File: config.mk
export PLATFORM = sky130hd
export DESIGN_NAME = dm_arbiter
export DESIGN_NICKNAME = d
export VERILOG_FILES = /design/src/rtl/dm_arbiter.sv
export SDC_FILE = /design/constraint.sdc
export NUM_CORES = 1
export LEC_CHECK = 0
export BUFFER_PORTS_ARGS = -buffer_cell sky130_fd_sc_hd__buf_2
export CAP_MARGIN = 25
export CORE_ASPECT_RATIO = 0.9
export CORE_MARGIN = 10
export CORE_UTILIZATION = 40
export CTS_BUF_LIST = sky130_fd_sc_hd__clkbuf_8 sky130_fd_sc_hd__clkbuf_16
export DETAILED_ROUTE_END_ITERATION = 10
export PLACE_DENSITY = 0.81
export SKIP_CTS_REPAIR_TIMING = 1
export SLEW_MARGIN = 10
export SYNTH_ARGS = -nofsm -noshare
export SYNTH_HDL_FRONTEND = slang
export SYNTH_SLANG_ARGS = --single-unit
File: constraint.sdc
create_clock -name clk -period 3.64 [get_ports clk]
set_input_delay 0.182 -clock clk [delete_from_list [all_inputs] [get_ports clk]]
set_output_delay 0.182 -clock clk [all_outputs]
set_load 0.01 [all_outputs]
File: src/rtl/dm_arbiter.sv
// dm_arbiter: owner-sticky, burst-bounded arbiter sharing the data memory between CPU and DMA
module dm_arbiter #(
    parameter int AW        = 16,
    parameter int DW        = 16,
    parameter int DEPTH     = 1024,
    parameter int BURST_MAX = 4
) (
    input  logic          clk,
    input  logic          rst_n,
    input  logic          c0_req,
    input  logic          c0_we,
    input  logic [AW-1:0] c0_addr,
    input  logic [DW-1:0] c0_wdata,
    input  logic          c1_req,
    input  logic          c1_we,
    input  logic [AW-1:0] c1_addr,
    input  logic [DW-1:0] c1_wdata,
    output logic          c0_gnt,
    output logic          c1_gnt,
    output logic          c0_rvalid,
    output logic          c1_rvalid,
    output logic [DW-1:0] rdata,
    output logic          rd_err,
    output logic [AW-1:0] dm_addr,
    output logic          dm_re,
    output logic          dm_we,
    output logic [DW-1:0] dm_wrt_data,
    input  logic [DW-1:0] dm_rd_data
);
    localparam int CW = $clog2(BURST_MAX + 1);
    localparam logic [CW-1:0] BMAX = CW'(BURST_MAX);

    logic          owner;
    logic [CW-1:0] beat_cnt;
    logic          any_req;
    logic          pick;
    logic          gnt;
    logic          sel_we;
    logic          in_range;
    logic          rd_go;
    logic [AW-1:0] sel_addr;
    logic [DW-1:0] sel_wdata;

    // pick the winner (owner keeps the grant until its burst budget is spent) and drive the memory
    always_comb begin
        any_req     = c0_req | c1_req;
        pick        = (c0_req & c1_req) ? ((beat_cnt < BMAX) ? owner : ~owner) : c1_req;
        c0_gnt      = rst_n & any_req & ~pick;
        c1_gnt      = rst_n & any_req & pick;
        gnt         = c0_gnt | c1_gnt;
        sel_we      = pick ? c1_we : c0_we;
        sel_addr    = pick ? c1_addr : c0_addr;
        sel_wdata   = pick ? c1_wdata : c0_wdata;
        in_range    = int'(sel_addr) < DEPTH;
        dm_re       = gnt & in_range & ~sel_we;
        dm_we       = gnt & in_range & sel_we;
        dm_addr     = gnt ? sel_addr : '0;
        dm_wrt_data = gnt ? sel_wdata : '0;
        rd_go       = gnt & ~sel_we;
    end

    // track the last granted client and how long its current burst has run
    always_ff @(posedge clk or negedge rst_n) begin
        if (!rst_n) begin
            owner    <= 1'b0;
            beat_cnt <= '0;
        end else if (!any_req) begin
            beat_cnt <= '0;
        end else if (pick == owner) begin
            beat_cnt <= (beat_cnt == BMAX) ? BMAX : beat_cnt + 1'b1;
        end else begin
            owner    <= pick;
            beat_cnt <= CW'(1);
        end
    end

    // capture the granted read at the end of its cycle and flag it to the requesting client
    always_ff @(posedge clk or negedge rst_n) begin
        if (!rst_n) begin
            c0_rvalid <= 1'b0;
            c1_rvalid <= 1'b0;
            rd_err    <= 1'b0;
            rdata     <= '0;
        end else begin
            c0_rvalid <= rd_go & ~pick;
            c1_rvalid <= rd_go & pick;
            rd_err    <= rd_go & ~in_range;
            if (rd_go) rdata <= in_range ? dm_rd_data : '0;
        end
    end
endmodule

==> key figures, run 1 <==
Status
  – Status: completed

Timing
  – Final Max Slew Viols: 0
  – RSZ-0062 raised after global routing: false
  – Least-Margin Pin Slew: 988 ps
  – Setup_tns: 0 ps
  – Max-slew headroom: 34.0%
  – Final Cycle Share: 79.4%
  – Hold Vio Cnt, Final: 0
  – Final clock skew: 4.48 ps
  – Fmax: 346 MHz
  – Tmin final: 2890 ps
  – # setup viols final: 0
  – Worst hold margin: 161 ps

Synth
  – Area share of the largest cell type after synthesis: 34.1%
  – Synth Register Bits: 23
  – Syn nets: 276
  – Post-synth EDFFs: 0
  – Cell taking the most area after synthesis: dfrtp_1
  – Cell with the most instances after synthesis: nand3_1
  – Post-synthesis cell type count: 36
  – Post-synth ARST share: 100%
  – Synth top area cells: dfrtp_1 (34%), a22o_1 (14%), nand3_1 (9.5%), o211ai_2 (5.9%), nand2_1 (4.7%)
  – Register area share after synthesis: 34.1%
  – Post-Syn Area per Cell: 8.96 um2
  – Mapped cell area: 0.00169 mm2
  – Yosys warning total: 0
  – Synth Flop Type: dfrtp_1
  – Synth cell count leaders: nand3_1 (32), a22o_1 (26), dfrtp_1 (23)
  – Synthesized instance count: 188

Cells and area
  – Finished Layout Cells: 367
  – Layout area overhead: 43.4%
  – NumNets Final: 408
  – Share of cells above drive strength 1: 50.5%
  – Fillers: 384
  – Antenna cells: 0
  – Fin util: 59.3%

Setup path
  – CP Class: in2out
  – Worst Setup SP: rst_n
  – Peak fanout along the critical path: 27
  – RR Startpoint: beat_cnt[2]$_DFF_PN0_
  – Crit end category: output port
  – Worst Path Arrival: 2710 ps
  – Startpoint Class: input port
  – WP data required: 3460 ps

CTS
  – H-tree levels: 1
  – Clk_lat worst skew: 270 ps
  – Sinks on Clock Net: 23
  – CTS Buffer Depth: 2
  – TritonCTS clock tree: built
  – Root buffer cell: clkbuf_8
  – Num CTS Buffers: 3
  – Worst-path clk slew: 80 ps

Power and ir drop
  – Leak: 1.34 nW
  – Pint: 0.490 mW
  – Clock Power Share: 20.6%
  – Share of power burned in registers: 38.8%
  – Net Sw Frac: 35.2%
  – Sw Pwr: 0.266 mW
  – Combinational power share: 40.7%
  – Pwr/cell area: 313 mW/mm2
  – Max VDD drop: 0.000168 V

Global routing
  – First-pass GRT wire length: 9.90 mm
  – Initial antenna violation count: 0
  – GRT Total Usage: 17.1%
  – Largest net degree at the start of global routing: 28
  – Vias in the first global route: 1902
  – GRT Residual Overflow: 0

Detailed routing
  – Drt first-iter violations: 89
  – 1st-pass router iterations: 4
  – DRC errors left: 0
  – Detail Route Antenna Nets: 0
  – Drt total wl: 6.83 mm
  – Per-cell routed wire length: 18.6 um
  – Via/cell ratio: 5.50
  – Via count: 2017

Die
  – Initial Util: 41.4%
  – Row Count: 22
  – CORE AREA: 0.00407 mm2
  – Die ar.: 0.00721 mm2
  – Chip height: 81.6 um
  – Die span in x: 88.4 um
  – # IOs: 141

Min path
  – Hold Path Origin: dm_rd_data[11]
  – Tightest Hold Check Type: in2reg

Job
  – # Max-Cap Violations: 0

Placement
  – Final RePlAce weighted congestion: 0.839
  – Cells after DPL: 362
  – I/O Buffers: 140
  – Placed wire-length estimate: 5.54 mm
[kinds of logic (layout without fill, tap and decap cells)]
| family | count (synthesis) | in the layout | share of synthesized area [%] |
|---|---|---|---|
| adders and majority gates | 2 | 2 | 1.48 |
| DFF | 23 | 23 | 34.1 |
| xor gates and xnor gates | 2 | 2 | 1.49 |
| and+or+nand+nor | 70 | 70 | 20.7 |
| AOI/OAI and AO/OA | 60 | 60 | 29.5 |
| buffers and inverters | 24 | 155 | 7.72 |
| muxes | 7 | 7 | 4.90 |
[flip-flops by register name, indices dropped and copies added (netlist names)]
register   cells
beat_cnt       3
c0_rvalid      1
owner          1
rdata         16
rd_err         1
c1_rvalid      1
[layout make-up]
cell class                 count  area [um2]  share of cell area, %
multi-input combinational    141         980                   40.5
inverter                       8        30.0                   1.24
clock buffer                   3        41.3                   1.71
sequential                    23         576                   23.8
timing repair buffer         143         726                   30.0
tap                           48        60.1                   2.49
clock inverter                 1        3.75                  0.155
[worst paths after layout]
kind | endpoint | slack, ps | cells after the start
max | dm_re | 750 | 8
min in group asynchronous | rdata[15]$_DFFE_PN0P_ | 440 | 2
max reg2reg | rdata[4]$_DFFE_PN0P_ | 1150 | 5
min | rdata[11]$_DFFE_PN0P_ | 160 | 3
min reg2reg | rdata[0]$_DFFE_PN0P_ | 530 | 2
max in group asynchronous | c1_rvalid$_DFF_PN0_ | 2810 | 2
[stage by stage]
step	power (mW)	instance area [um2]	worst slack, ps
2_1_floorplan	0.486	1690	1790
3_3_place_gp	0.598	2360	1110
3_5_place_dp	0.606	2360	1070
4_1_cts	0.760	2410	765
5_1_grt	0.800	2420	509
6_report	0.756	2420	751
[routing by layer]
metal  track usage, %  routed length, um  up-vias
met5                0                  0        -
met4             4.35                 55        0
li1                 -                  -      967
met2             30.2               3400      115
met1             19.7               2530      929
met3             5.54                847        6
[worst max-delay path: stages]
cell and delay (ps):
dlygate4sd3_1 530, buf_2 320, and3b_1 270, o21ai_2 290
clkinv_1 650, nand2_1 210, o21ai_1 80, buf_2 170
[power by group through the flow]
stage / clock (mW) / combinational, mW / sequential, mW
final: 0.155 / 0.307 / 0.293
after global routing: 0.166 / 0.337 / 0.297
after CTS: 0.158 / 0.309 / 0.293
after detailed placement: 0 / 0.307 / 0.298
after global placement: 0 / 0.301 / 0.297
after floorplan: 0 / 0.197 / 0.289
[layout by cell type, fill, tap and decap left out]
cell type	n
buf_2	140
dlygate4sd3_1	1
mux2i_1	6
nor3_2	1
nor2_2	1
or3_1	1
o21ai_1	3
inv_1	7
xnor2_1	1
nand3_1	32
nand2_1	21
o211ai_1	8
o221a_2	1
and3b_1	1
ha_1	2
a2bb2oi_1	1
nor3_4	1
a211o_1	1
or4_1	1
a21oi_1	7
xor2_2	1
o211ai_2	8
clkinv_1	2
nand2b_1	1
nor2_1	7
nor3_1	1
o21ai_2	1
clkbuf_8	3
a21boi_0	1
buf_4	2
nor2b_1	1
a22o_1	26
dfrtp_1	23
mux2i_4	1
o21ai_0	3
or4_4	1
Power figures use the tool's default switching activity.
==> inputs of run 2 (changes only) <==
--- a/config.mk
+++ b/config.mk
@@ -9,10 +9,10 @@
 export CAP_MARGIN = 25
 export CORE_ASPECT_RATIO = 0.9
 export CORE_MARGIN = 10
-export CORE_UTILIZATION = 40
+export CORE_UTILIZATION = 39
 export CTS_BUF_LIST = sky130_fd_sc_hd__clkbuf_8 sky130_fd_sc_hd__clkbuf_16
 export DETAILED_ROUTE_END_ITERATION = 10
-export PLACE_DENSITY = 0.81
+export PLACE_DENSITY = 0.79
 export SKIP_CTS_REPAIR_TIMING = 1
 export SLEW_MARGIN = 10
 export SYNTH_ARGS = -nofsm -noshare
==> constraint.sdc (replaced) <==
create_clock -name clk -period 2.85 [get_ports clk]
set_input_delay 0.1425 -clock clk [delete_from_list [all_inputs] [get_ports clk]]
set_output_delay 0.1425 -clock clk [all_outputs]
set_load 0.01 [all_outputs]
==> key figures, run 2 (same netlist as run 1, synthesis figures left out) <==
CTS
  – H-tree levels: 1 (unchanged)
  – Clk_lat worst skew: 270 ps (about the same)
  – Worst-path clk slew: 80 ps (about the same)
  – CTS Buffer Depth: 2 (unchanged)
  – Root buffer cell: clkbuf_8 (unchanged)
  – Num CTS Buffers: 3 (unchanged)
  – TritonCTS clock tree: built (unchanged)
  – Sinks on Clock Net: 23 (unchanged)

Placement
  – I/O Buffers: 140 (unchanged)
  – Dpl cell area: 0.00238 mm2 (was 0.00236 mm2)
  – Placed wire-length estimate: 5.46 mm (was 5.54 mm)
  – Final RePlAce weighted congestion: 0.869 (was 0.839)

Global routing
  – Initial antenna violation count: 0 (unchanged)
  – GRT Residual Overflow: 0 (unchanged)
  – First-pass GRT wire length: 9.85 mm (was 9.90 mm)
  – GRT Total Usage: 16.5% (was 17.1%)
  – Vias in the first global route: 1912 (was 1902)
  – Largest net degree at the start of global routing: 28 (unchanged)

Cells and area
  – Multi-input logic area: 987 um2 (was 980 um2)
  – NumNets Final: 411 (was 408)
  – Fin area: 0.00245 mm2 (was 0.00242 mm2)
  – Fillers: 377 (was 384)
  – Biggest regs: rdata: 16 flops, beat_cnt: 3 flops (unchanged)
  – Commonest non-fill, non-tap cell in the layout: buf_2 (unchanged)
  – Antenna cells: 0 (unchanged)
  – FF+latch area: 576 um2 (unchanged)
  – Layout area overhead: 45.4% (was 43.4%)
  – Max reg flops: 16 (unchanged)
  – Share of cells above drive strength 1: 51.6% (was 50.5%)
  – Most frequent cells in the layout: buf_2 (140), nand3_1 (32), a22o_1 (26) (unchanged)
  – Top reg by flops: rdata (unchanged)

Setup path
  – CP max-delay cell: dlygate4sd3_1 (was clkinv_1)
  – Worst path buffer plus inverter count: 4 (unchanged)
  – Peak fanout along the critical path: 27 (unchanged)
  – Crit path cell chain: dlygate4sd3_1, buf_2, and3b_1, o21ai_4, clkinvlp_4, nand2_1, o21ai_1, buf_2 (was dlygate4sd3_1, buf_2, and3b_1, o21ai_2, clkinv_1, nand2_1, o21ai_1, buf_2)
  – Crit path largest cell delay: 540 ps (was 650 ps)
  – Most common cell on crit path: buf_2 (unchanged)
  – Worst Path Arrival: 2360 ps (was 2710 ps)
  – Top delay family on crit path: buffers and inverters (unchanged)
  – WP data required: 2710 ps (was 3460 ps)
  – Startpoint Class: input port (unchanged)
  – CP Class: in2out (unchanged)
  – Crit end category: output port (unchanged)

Detailed routing
  – Drt total wl: 6.71 mm (was 6.83 mm)
  – Per-cell routed wire length: 18.1 um (was 18.6 um)
  – Detail Route Antenna Nets: 0 (unchanged)
  – 1st-pass router iterations: 4 (unchanged)
  – Drt first-iter violations: 117 (was 89)
  – DRC errors left: 0 (unchanged)
  – Via/cell ratio: 5.42 (was 5.50)
  – Via count: 2007 (was 2017)

Timing
  – Max-slew headroom: 57.9% (was 34.0%)
  – Setup_tns: 0 ps (unchanged)
  – Tmin final: 2500 ps
  – # setup viols final: 0 (unchanged)
  – Fmax: 399 MHz
  – Final Cycle Share: 87.8%
  – RSZ-0062 raised after global routing: false (unchanged)
  – Worst hold margin: 117 ps (was 161 ps)
  – Final clock skew: 2.11 ps (was 4.48 ps)
  – Final Max Slew Viols: 0 (unchanged)
  – Hold Vio Cnt, Final: 0 (unchanged)
  – Least-Margin Pin Slew: 631 ps (was 988 ps)

Die
  – Initial Util: 40.8% (was 41.4%)
  – Row Count: 22 (unchanged)
  – CORE AREA: 0.00413 mm2 (was 0.00407 mm2)
  – # IOs: 141 (unchanged)
  – Die span in x: 89.3 um (was 88.4 um)
  – Chip height: 82.4 um (was 81.6 um)
  – Die ar.: 0.00735 mm2 (was 0.00721 mm2)

Power and ir drop
  – Leak: 1.35 nW (was 1.34 nW)
  – Overall Power: 0.974 mW (was 0.756 mW)
  – Pwr/cell area: 397 mW/mm2 (was 313 mW/mm2)
  – Max VDD drop: 0.000226 V (was 0.000168 V)

Min path
  – Tightest Hold Check Type: in2reg (unchanged)

Status
  – Status: completed (unchanged)

Job
  – # Max-Cap Violations: 0 (unchanged)
run 2: cell types whose count changed in the layout (fill, tap and decap cells not counted), sizes merged:
cell and delta:
buf +3, inv -1, clkinvlp +1
run 2: cell type report:
class	count	area share, %
Clock buffer	3	1.68
Clock inverter	1	0.204
Inverter	8	1.38
Multi-Input combinational cell	141	40.3
Sequential cell	23	23.5
Tap cell	48	2.45
Timing Repair Buffer	146	30.5
run 2: worst paths after layout:
check | startpoint | to | slack (ps) | depth (start not counted)
setup / recovery | rst_n | dm_re | 350 | 8
hold / removal | dm_rd_data[9] | rdata[9]$_DFFE_PN0P_ | 120 | 3
setup reg to reg | beat_cnt[2]$_DFF_PN0_ | rdata[11]$_DFFE_PN0P_ | 380 | 5
max in group asynchronous | rst_n | rdata[14]$_DFFE_PN0P_ | 2070 | 2
min in group asynchronous | rst_n | rdata[1]$_DFFE_PN0P_ | 410 | 2
hold reg to reg | rdata[15]$_DFFE_PN0P_ | rdata[15]$_DFFE_PN0P_ | 530 | 2
run 2: report_power, final:
group | switching (mW) | leakage [nW] | internal [mW]
logic | 0.215 | 1.01 | 0.181
clock network | 0.105 | 0.0255 | 0.0977
registers | 0.0255 | 0.314 | 0.350
total | 0.345 | 1.35 | 0.629
run 2: metrics by stage:
stage	util [%]	std cells	setup WS, ps
after detailed placement	57.7	365	365
after floorplan	-	188	1040
after global placement	57.7	365	381
after CTS	58.8	369	40.6
after global routing	59.4	370	83.1
final	59.4	370	347
run 2: per-layer routing:
| layer | GRT usage (%) | vias up | part of all wire, % | routed length (um) |
|---|---|---|---|---|
| met5 | 0 | - | 0 | 0 |
| met4 | 2.86 | 0 | 0.45 | 30 |
| met3 | 6.26 | 4 | 14 | 927 |
| met2 | 28.8 | 100 | 49 | 3320 |
| met1 | 19.1 | 937 | 36 | 2430 |
| li1 | - | 966 | - | - |
run 2: worst register-to-register path, cell delays in order (launching register included):
cell and delay (ps):
dfrtp_1 480, xor2_2 320, a211o_1 590, clkinv_1 610, nand2_1 260, o211ai_2 90
